<file path="config.mk">
export PLATFORM = sky130hd
export DESIGN_NAME = trap_ctrl
export DESIGN_NICKNAME = d
export VERILOG_FILES = /design/src/rtl/ysyx_24110006_defs.sv /design/src/rtl/csr_alu.sv /design/src/rtl/trap_ctrl.sv
export SDC_FILE = /design/constraint.sdc
export NUM_CORES = 1
export LEC_CHECK = 0
export BUFFER_PORTS_ARGS = -buffer_cell sky130_fd_sc_hd__clkbuf_2
export CELL_PAD_IN_SITES_DETAIL_PLACEMENT = 0
export CELL_PAD_IN_SITES_GLOBAL_PLACEMENT = 2
export CORE_MARGIN = 1.5
export CORE_UTILIZATION = 32
export CTS_CLUSTER_SIZE = 28
export DETAILED_ROUTE_END_ITERATION = 10
export PLACE_DENSITY = 0.91
export SKIP_CTS_REPAIR_TIMING = 1
export SYNTH_ARGS = -nofsm -noshare
export SYNTH_HDL_FRONTEND = slang
export SYNTH_SLANG_ARGS = --single-unit
</file>
<file path="constraint.sdc">
create_clock -name i_clock -period 2.3 [get_ports i_clock]
set_input_delay 0.115 -clock i_clock [delete_from_list [all_inputs] [get_ports i_clock]]
set_output_delay 0.115 -clock i_clock [all_outputs]
set_load 0.005 [all_outputs]
</file>
<file path="src/rtl/ysyx_24110006_defs.sv">
// Shared definitions for the CSR/trap execution stage: op encodings, CSR
// type codes, CSR addresses, trap causes and FSM state encoding.
package ysyx_24110006_defs;

  // System-instruction op encodings on i_op
  localparam logic [2:0] OP_NONE    = 3'd0;
  localparam logic [2:0] OP_CSRRW   = 3'd1;
  localparam logic [2:0] OP_CSRRS   = 3'd2;
  localparam logic [2:0] OP_CSRRC   = 3'd3;
  localparam logic [2:0] OP_ECALL   = 3'd4;
  localparam logic [2:0] OP_MRET    = 3'd5;
  localparam logic [2:0] OP_ILLEGAL = 3'd7;

  // Operation type presented to the CSR file
  localparam logic [1:0] CSR_T_MRET  = 2'b00;
  localparam logic [1:0] CSR_T_CSRW  = 2'b01;
  localparam logic [1:0] CSR_T_ECALL = 2'b11;

  // Machine-mode CSR addresses
  localparam logic [11:0] CSR_MSTATUS = 12'h300;
  localparam logic [11:0] CSR_MTVEC   = 12'h305;
  localparam logic [11:0] CSR_MEPC    = 12'h341;
  localparam logic [11:0] CSR_MCAUSE  = 12'h342;

  // Trap cause values
  localparam logic [31:0] CAUSE_ECALL   = 32'd11;
  localparam logic [31:0] CAUSE_ILLEGAL = 32'd2;

  typedef enum logic [1:0] {
    ST_IDLE  = 2'd0,
    ST_READ  = 2'd1,
    ST_WRITE = 2'd2,
    ST_RESP  = 2'd3
  } state_t;

  function automatic logic is_csr_op(input logic [2:0] op);
    return (op == OP_CSRRW) || (op == OP_CSRRS) || (op == OP_CSRRC);
  endfunction

  // NONE and the unassigned codes all collapse onto a single illegal op
  function automatic logic [2:0] canon_op(input logic [2:0] op);
    return (is_csr_op(op) || (op == OP_ECALL) || (op == OP_MRET)) ? op : OP_ILLEGAL;
  endfunction

  function automatic logic [1:0] csr_type(input logic [2:0] op);
    if (is_csr_op(op)) return CSR_T_CSRW;
    if (op == OP_MRET) return CSR_T_MRET;
    return CSR_T_ECALL;
  endfunction

endpackage

</file>
<file path="src/rtl/csr_alu.sv">
// Combinational CSR modify unit: new CSR value and write enable for the
// CSRRW/CSRRS/CSRRC family. Non-CSR ops produce no write.
module csr_alu
  import ysyx_24110006_defs::*;
(
  input  logic [2:0]  op,
  input  logic [31:0] old_val,
  input  logic [31:0] rs1,
  input  logic        rs1_x0,
  output logic [31:0] wdata,
  output logic        wen
);

  // Bitwise modify; set/clear with rs1=x0 is a pure read
  always_comb begin
    wdata = '0;
    wen   = 1'b0;
    case (op)
      OP_CSRRW: begin
        wdata = rs1;
        wen   = 1'b1;
      end
      OP_CSRRS: begin
        wdata = old_val | rs1;
        wen   = ~rs1_x0;
      end
      OP_CSRRC: begin
        wdata = old_val & ~rs1;
        wen   = ~rs1_x0;
      end
      default: ;
    endcase
  end

endmodule

</file>
<file path="src/rtl/trap_ctrl.sv">
// Multi-cycle CSR/trap stage: IDLE -> READ -> WRITE -> RESP.
// Handshakes: a request transfers on a cycle with i_valid && o_ready
// (o_ready is high only in IDLE); a result transfers on a cycle with
// o_valid && i_ready, and o_valid/o_rd_data stay stable until then.
module trap_ctrl
  import ysyx_24110006_defs::*;
#(
  parameter logic [31:0] MCAUSE_ECALL   = CAUSE_ECALL,
  parameter logic [31:0] MCAUSE_ILLEGAL = CAUSE_ILLEGAL
) (
  input  logic        i_clock,
  input  logic        i_reset,
  input  logic        i_valid,
  output logic        o_ready,
  input  logic [2:0]  i_op,
  input  logic [31:0] i_pc,
  input  logic [11:0] i_csr,
  input  logic [31:0] i_rs1,
  input  logic        i_rs1_x0,
  output logic        o_csr_valid,
  output logic [1:0]  o_csr_t,
  output logic [11:0] o_csr,
  output logic [31:0] o_csr_pc,
  output logic [31:0] o_csr_wdata,
  output logic [31:0] o_mcause,
  input  logic [31:0] i_csr_rdata,
  input  logic [31:0] i_csr_upc,
  output logic        o_valid,
  input  logic        i_ready,
  output logic [31:0] o_rd_data,
  output logic        o_redirect,
  output logic [31:0] o_redirect_pc,
  output logic [1:0]  o_dbg_state
);

  state_t      state_q, state_d;
  logic [2:0]  op_q;
  logic [31:0] pc_q;
  logic [11:0] csr_q;
  logic [31:0] rs1_q;
  logic        rs1_x0_q;
  logic [31:0] old_q;
  logic [31:0] target_q;
  logic        first_q;
  logic [31:0] alu_wdata;
  logic        alu_wen;

  csr_alu u_csr_alu (
    .op      (op_q),
    .old_val (old_q),
    .rs1     (rs1_q),
    .rs1_x0  (rs1_x0_q),
    .wdata   (alu_wdata),
    .wen     (alu_wen)
  );

  // State register; reset aborts any operation in flight
  always_ff @(posedge i_clock or negedge i_reset) begin
    if (!i_reset) state_q <= ST_IDLE;
    else          state_q <= state_d;
  end

  // Request capture, CSR read capture and first-RESP-cycle marker
  always_ff @(posedge i_clock or negedge i_reset) begin
    if (!i_reset) begin
      op_q     <= '0;
      pc_q     <= '0;
      csr_q    <= '0;
      rs1_q    <= '0;
      rs1_x0_q <= 1'b0;
      old_q    <= '0;
      target_q <= '0;
      first_q  <= 1'b0;
    end else begin
      // RESP is only ever entered from WRITE, so this marks its first cycle
      first_q <= (state_q == ST_WRITE);
      if ((state_q == ST_IDLE) && i_valid) begin
        op_q     <= canon_op(i_op);
        pc_q     <= i_pc;
        csr_q    <= i_csr;
        rs1_q    <= i_rs1;
        rs1_x0_q <= i_rs1_x0;
      end
      if (state_q == ST_READ) begin
        old_q    <= i_csr_rdata;
        target_q <= i_csr_upc;
      end
    end
  end

  // Next state and all outputs, decoded from the registered state
  always_comb begin
    state_d       = state_q;
    o_ready       = 1'b0;
    o_csr_valid   = 1'b0;
    o_csr_t       = CSR_T_MRET;
    o_csr         = '0;
    o_csr_pc      = '0;
    o_csr_wdata   = '0;
    o_mcause      = '0;
    o_valid       = 1'b0;
    o_rd_data     = '0;
    o_redirect    = 1'b0;
    o_redirect_pc = '0;
    case (state_q)
      ST_IDLE: begin
        o_ready = 1'b1;
        if (i_valid) state_d = ST_READ;
      end
      ST_READ: begin
        o_csr   = csr_q;
        o_csr_t = csr_type(op_q);
        state_d = ST_WRITE;
      end
      ST_WRITE: begin
        o_csr   = csr_q;
        o_csr_t = csr_type(op_q);
        if (is_csr_op(op_q)) begin
          o_csr_valid = alu_wen;
          o_csr_wdata = alu_wdata;
        end else if (op_q != OP_MRET) begin
          // ECALL or illegal: CSR file records mepc and mcause
          o_csr_valid = 1'b1;
          o_csr_pc    = pc_q;
          o_mcause    = (op_q == OP_ECALL) ? MCAUSE_ECALL : MCAUSE_ILLEGAL;
        end
        state_d = ST_RESP;
      end
      ST_RESP: begin
        o_valid = 1'b1;
        if (is_csr_op(op_q)) o_rd_data = old_q;
        if (first_q && !is_csr_op(op_q)) begin
          o_redirect    = 1'b1;
          o_redirect_pc = target_q;
        end
        if (i_ready) state_d = ST_IDLE;
      end
      default: state_d = ST_IDLE;
    endcase
  end

  assign o_dbg_state = state_q;

endmodule

</file>
Word level (Yosys, flattened, before mapping)
Cells that the tools add are included.
Widths: inputs -> output; s select.
Storage, ports and cells
  register bits after elaboration: 147
  input port bits: 148
  output and inout port bits: 180
  word-level logic and storage cells: 84
Cells by class
  eq/ne operators: 16
  muxes and demuxes: 42
  bitwise logic cells: 4
  reduce and logical (&&, ||, !) cells: 13
Operators with widths (number)
  $mux 32: 9
  $pmux 32 s3: 1
  $and 32x32->32: 1
  $not 32->32: 1
  $or 32x32->32: 1
  $mux 2: 8
  $mux 4: 4
  $mux 1: 15
  $eq 3x2->1 const B: 4
  $eq 3x3->1 const B: 4
  $mux 12: 1
  $pmux 2 s4: 1
  $eq 3x1->1 const B: 2
  $logic_or 1x1->1: 6
  $eq 2x2->1 const B: 2
  $ne 2x2->1 const B: 2
  $pmux 2 s2: 1
  $reduce_or 2->1: 2
  $mux 3: 1
  $ne 3x3->1 const B: 1
  $eq 2x1->1 const B: 1
  $logic_and 1x1->1: 2
  $logic_not 2->1: 1
  $pmux 1 s2: 1
  other kinds (3): 3

Logic depth before layout (Yosys ltp)
Gate-level depths: netlist (run 1).
  depth in word-level cells: 10
  depth in mapped cells: 7
  gate-level depth less buffers: 5

By module
From an unflattened synthesis (run 1), not the netlist that was laid out.
Second synthesis, totals
  cells, all modules: 674
  area total of the unflattened synthesis: 8003.9 um2
By module, submodules not included
  trap_ctrl: instances 1, cells each 526, area an instance 6806.5 um2, sequential area each 3678.5 um2
  csr_alu: instances 1, cells each 148, area an instance 1197.4 um2, sequential area each 0.0 um2

Worst setup path after synthesis (run 1)
OpenSTA, ideal clock, no wires.
  path kind: reg2reg
  from: register state_q[0], in the netlist o_dbg_state[0]
  to: register csr_q[10]
  setup time: 0.125 ns
  arrival time: 1.433 ns
  required time: 2.175 ns
  setup slack: 0.742 ns
  cell stages (with the launch flop): 7
  path buffers: 2
  period minus slack after synthesis: 1.558 ns
  path through: dfrtp_1 -> inv_1 -> ha_1 -> nand2_1 -> buf_4 -> buf_6 -> mux2_2
On the way
  longest elaborated chain between the ends: 2
RTL lines
  start, declared: line trap_ctrl.sv:36  | state_t state_q, state_d;
  start signal, assigned: line trap_ctrl.sv:60  | else state_q <= state_d;
  $logic_not 2->1: line trap_ctrl.sv:77  | if ((state_q == ST_IDLE) && i_valid) begin
  $logic_and 1x1->1: line trap_ctrl.sv:77
  end signal, assigned: line trap_ctrl.sv:80  | csr_q <= i_csr;
  end, declared: line trap_ctrl.sv:39  | logic [11:0] csr_q;
Every way passes these cells.
A chain may end at the register's enable or synchronous reset.

Worst setup path in the final report (run 1)
  from: register state_q[0], in the netlist o_dbg_state[0]
  to: output o_csr_wdata[26]
On the way
  longest elaborated chain between the ends: 2
RTL lines
  $eq 2x2->1: line trap_ctrl.sv:105  | case (state_q)
  $mux 32: line trap_ctrl.sv:105
  end, declared: line trap_ctrl.sv:24  | output logic [31:0] o_csr_wdata,
Every way passes these cells.

==> impl_results.md, run 1 <==
* H-tree lvl count at 4
* IO Port Bufs at a little under 300
* Die area at approximately 0.024 mm^2
* Die H at 156 um
* Worst Skew at approximately 0.015 ns
* RSZ-0062 raised after global routing: yes
* Number of synthesized flops with an enable pin at 0
* CTS tree: yes
* P per Cell Area at 1190 mW/mm^2
* Critical Path Start Type: flip-flop
* Mux cell area share after synthesis at between 20 and 30%
* Longest Clk Path Bufs at 2
* Cells after Synth at between 600 and 700
* Hold WS at -0.000539 ns
* Antenna Diode Count at 0
* Final wirelength at 21500 um
* Adder-Cell Fraction of Synth Area at less than 1%
* Total clock buffers created by CTS at 17
* Initial antenna violation count at 0
* Part of the cycle the worst path needs at a little over nine tenths
* Root Buffer: clkbuf_16
* Worst-path clk slew at ~0.070 ns
* Avg Inst Size Synth at 12.4 um^2
* Placer congestion estimate at ~0.79
* Cell Rows at between 50 and 60
* Drt initial violations at 178
* Worst endpoint required time at ~2.2 ns
* Post-synth ARST share at 100%
* Largest net degree at the start of global routing at 55
* Post-synthesis compound-gate area fraction at roughly 6.4%
* Tmin final at between 2 and 2.5 ns
* Routed vias/inst at 4.47
* Core area at ~0.023 mm^2
* DR vias at a little over 6000
* First-pass GRT wire length at slightly above 30000 um
* WL per Instance at between 15 and 20 um
* Slew Limit Fails at 0
* Final hold violations at 1
* Hold Crit Class: input port to flip-flop
* Violations in the final reports: negative hold slack
* Primary FF master, synth: dfrtp_1
* Final ANT Viol Nets at 0
* Worst Path Max Fanout at 32
* Maxcap violations at 0
* Xor/xnor share of the synthesized area at less than 1%
* HPWL after DPL at ~15000 um
* Simple-gate share of the synthesized area at approximately 11%
* Total track usage at 16.5%
* Placed cells at between 1000 and 1500
* Post-synth cell types at 32
* Fraction of layout cells with a size suffix above 1 at 48.5%
* Yosys warns at 0
* Crit. End Element: output port
* Non-filler cells, final at around 1400
* Number of global-route vias before repair at about 5600
* Sequential cell area fraction in the yosys report at about half
* Clock sink count at ~150
* Combinational family with the most area after synthesis: multiplexers
* Status: finished with violations
* WS Path Type: flip-flop to output port
* Mapped Area at 0.00751 mm^2
* Area grow syn2layout at 48.9%
* Die X-Extent at roughly 160 um
* DR DRC count at 0
* Grt ovf at 0
* Total power at between 0.01 and 0.015 W
* I/O pin total at between 300 and 400
* Initial Utilization at between 30% and 40%
* Achievable clock frequency at between 0.4 and 0.5 GHz
* Data arrival time of the critical path at between 2 and 2.5 ns
* Final setup viols at 0
* Layout Nets at 1183
* Max rail drop VDD at around 0.48 mV
* Clk Latency, worst-skew pair at approximately 0.42 ns
* Lkg Pwr at around 5.4 nW
* Yosys reg bits at 147
* Drt pass-1 iters at 4
==> cell usage after synthesis, types with 4 or more instances <==
master / instances / area share [%]
buf_6: 11 / 1.6
mux2i_1: 32 / 4.3
buf_2: 22 / 1.5
and2_4: 10 / 1.2
and2_1: 99 / 8.2
a211oi_1: 32 / 3.2
dfrtp_1: 147 / 49
mux2_2: 142 / 21
a21oi_1: 34 / 2.3
ha_1: 4 / 0.67
buf_4: 37 / 3.7
nor2_1: 4 / 0.20
==> critical path, cell delays in order (launching register included) <==
cell and delay, ns:
dfrtp_1 0.46, inv_1 0.12, ha_2 0.25, nand2b_1 0.07, buf_4 0.25, a211oi_1 0.31, clkbuf_2 0.18
==> flip-flops by register name, summed over array words and instances, names as in the netlist <==
signal and flops:
o_dbg_state 2, rs1_q 32, op_q 3, target_q 32, rs1_x0_q 1, old_q 32, csr_q 12, pc_q 32
first_q 1
==> power breakdown <==
group,internal [W],switching (W)
clock,0.00154,0.00113
combinational,0.00316,0.00255
sequential,0.00394,0.000926
==> layout make-up <==
class	instances	area, um^2
clock buffers	19	453
clock inverters	11	104
fillers	2130	11700
inverters	4	15.0
multi-input cells	406	3410
flip-flops and latches	147	3680
well taps	313	392
repair buffers	455	3120
==> final timing paths <==
kind                       depth (start not counted)  slack, ns               to           start
min                                                3    -0.0005          op_q[0]         i_op[0]
max reg2reg                                        5       0.45         rs1_q[6]  o_dbg_state[0]
min in group asynchronous                          2       0.20        old_q[14]         i_reset
max                                                6       0.11  o_csr_wdata[26]  o_dbg_state[0]
min reg2reg                                        1       0.50         pc_q[12]        pc_q[12]
max in group asynchronous                          3       1.35          first_q         i_reset
==> placed cells by master, fill, tap and decap left out, types with 10 or more instances in the layout <==
cell	Yosys	routed
clkbuf_2	3	297
dfrtp_1	147	146
mux2_2	142	142
dlygate4sd3_1	0	142
and2_1	99	99
a21oi_1	34	34
mux2i_1	32	32
a211oi_1	32	31
conb_1	1	29
clkbuf_16	0	17
and2_4	10	10
==> cells by family (layout without fill, tap and decap cells) <==
family,Yosys count,in the layout
AO/OA/AOI/OAI,73,73
XOR/XNOR,1,1
AND/OR/NAND/NOR,125,125
multiplexers,174,174
buffers and inverters,79,489
other,1,29
adder cells (fa/ha/maj),4,4
flip-flops,147,147
==> metrics by stage <==
stage / setup TNS (ns) / utilization [%] / instance area [um^2] / setup WS, ns
final: 0 / 48.9 / 11200 / 0.112
after global routing: -0.177 / 48.9 / 11200 / -0.0402
after CTS: 0 / 42.7 / 9750 / 0.0108
after detailed placement: 0 / 40.2 / 9190 / 0.474
after global placement: 0 / 40.2 / 9190 / 0.525
after floorplan: 0 / - / 7610 / 0.742
==> layer usage <==
layer	wire length [um]	up-vias	share of wire (%)	global-route usage (%)
met5	0	-	0	0
met4	221	0	1.0	5.12
met3	1260	15	5.9	5.72
met2	10900	201	51	27.3
met1	9130	2943	42	20.2
li1	-	2898	-	-
No activity file was read; power rests on OpenSTA's default activity.
==> run 2: changes to the inputs <==
- MAX_ROUTING_LAYER: unset -> met4
==> run 2 against run 1 <==
  * The flow still finishes with violations (negative hold slack)
  * Fmax decreased by 0.16%
  * Sequential power about the same
  * Largest cell class unchanged
  * Setup slack got worse by 0.0035 ns
  * Largest power group unchanged
  * Total power about the same
  * First-iteration DRC count increased by 7.3%
  * Hold slack got worse by 0.00083 ns
  * Clock skew decreased by 0.0046 ns
  * Clock power about the same
  * Non-clock buffer count unchanged
==> impl_results.md, run 2 (synthesis results as in run 1) <==
* Critical Path Start Type: flip-flop
* HPWL after DPL at approximately 15000 um
* Slew Limit Fails at 0
* Total track usage at 17.0%
* Total clock buffers created by CTS at 17
* Fraction of layout cells with a size suffix above 1 at 48.5%
* Utilization after layout at 48.9%
* Die area at roughly 0.024 mm^2
* Worst Skew at roughly 0.011 ns
* Final ANT Viol Nets at 0
* Lkg Pwr at between 5 and 6 nW
* Worst min-delay path startpoint: i_op[0]
* Drt initial violations at 191
* Largest net degree at the start of global routing at between 50 and 60
* Core area at between 0.02 and 0.025 mm^2
* Most frequent cells in the layout: clkbuf_2, dfrtp_1, mux2_2, dlygate4sd3_1, and2_1
* Hold WS at -0.00137 ns
* Hold Crit Class: input port to flip-flop
* Number of global-route vias before repair at roughly 5600
* Maxcap violations at 0
* Area grow syn2layout at 48.9%
* Initial Utilization at 32.9%
* Data arrival time of the critical path at ~2.1 ns
* Fillers at ~2100
* RR Endpoint: rs1_q[10]
* CTS tree: yes
* Root Buffer: clkbuf_16
* Clock sink count at between 100 and 150
* Setup crit start: o_dbg_state[0]
* Routed vias/inst at 4.47
* Crit. End Element: output port
* Final wirelength at roughly 21000 um
* Non-filler cells, final at between 1000 and 1500
* First-pass GRT wire length at roughly 30000 um
* Layout Nets at 1183
* Worst Path Max Fanout at 32
* Initial antenna violation count at 0
* Antenna Diode Count at 0
* Violations in the final reports: negative hold slack
* CP endpoint: o_csr_wdata[20]
* Grt ovf at 0
* Final setup viols at 0
* FF-to-FF setup slack at between 0.4 and 0.5 ns
* Worst endpoint required time at roughly 2.2 ns
* Commonest non-fill, non-tap cell in the layout: clkbuf_2
* RSZ-0062 raised after global routing: yes
* Final hold violations at 1
* Total power at about 0.013 W
* Placed cells at ~1200
* I/O pin total at ~330
* RR Startpoint: o_dbg_state[0]
* DR DRC count at 0
* Part of the cycle the worst path needs at between 90 and 100%
* Die H at between 150 and 200 um
* Status: finished with violations
* Clk Latency, worst-skew pair at 0.41 ns
* Die X-Extent at around 160 um
* Achievable clock frequency at about 0.46 GHz
* Longest Clk Path Bufs at 2
* IO Port Bufs at approximately 300
* WL per Instance at 15.9 um
* Drt pass-1 iters at 4
* Cell Rows at 55
* P per Cell Area at around 1200 mW/mm^2
* Tmin final at around 2.2 ns
* WS Path Type: flip-flop to output port
* Reg2reg path depth at 5
* H-tree lvl count at 4
* Placer congestion estimate at 0.806
* Max rail drop VDD at between 0.4 and 0.5 mV
* DR vias at 6052
* Worst-path clk slew at 0.07 ns
## run 2: cell counts in the layout (fill, tap and decap cells not counted)
Identical to the previous run, type by type.
## run 2: worst max-delay path: stages, from the launching register on
cell and delay, ns:
dfrtp_1 0.46, inv_1 0.12, ha_2 0.26, nand2b_1 0.07, buf_4 0.25, a211oi_1 0.31, clkbuf_2 0.18
## run 2: layout make-up
type / count / area, um^2 / area share (%)
multi-input cells: 406 / 3410 / 30.5
repair buffers: 455 / 3120 / 27.9
clock inverters: 11 / 104 / 0.929
clock buffers: 19 / 453 / 4.05
well taps: 313 / 392 / 3.50
flip-flops and latches: 147 / 3680 / 32.9
inverters: 4 / 15.0 / 0.134
## run 2: worst min-delay path by stage
stage	to	cells past startpoint
floorplan	csr_q[0]	0
global placement	old_q[14]	1
detailed placement	old_q[14]	1
CTS	old_q[14]	1
global route	op_q[0]	3
finish	op_q[0]	3
## run 2: metal layers
metal	vias to the layer above	GRT usage [%]	share of wire [%]
met5	-	-	0
met2	204	27.3	51
met3	15	4.97	4.7
met1	2936	20.6	44
met4	0	5.26	0.99
li1	2897	-	-
## run 2: where the power goes
group | switching [W] | leakage [nW] | internal (W)
clock network | 0.00112 | 0.272 | 0.00154
registers | 0.000922 | 1.73 | 0.00394
logic | 0.00256 | 3.41 | 0.00316
## run 2: per-stage QoR
step / setup TNS (ns) / setup WS (ns) / area [um^2]
6_report: 0 / 0.108 / 11200
5_1_grt: -0.159 / -0.0379 / 11200
4_1_cts: 0 / 0.0108 / 9750
3_5_place_dp: 0 / 0.474 / 9190
3_3_place_gp: 0 / 0.525 / 9190
2_1_floorplan: 0 / 0.742 / 7610
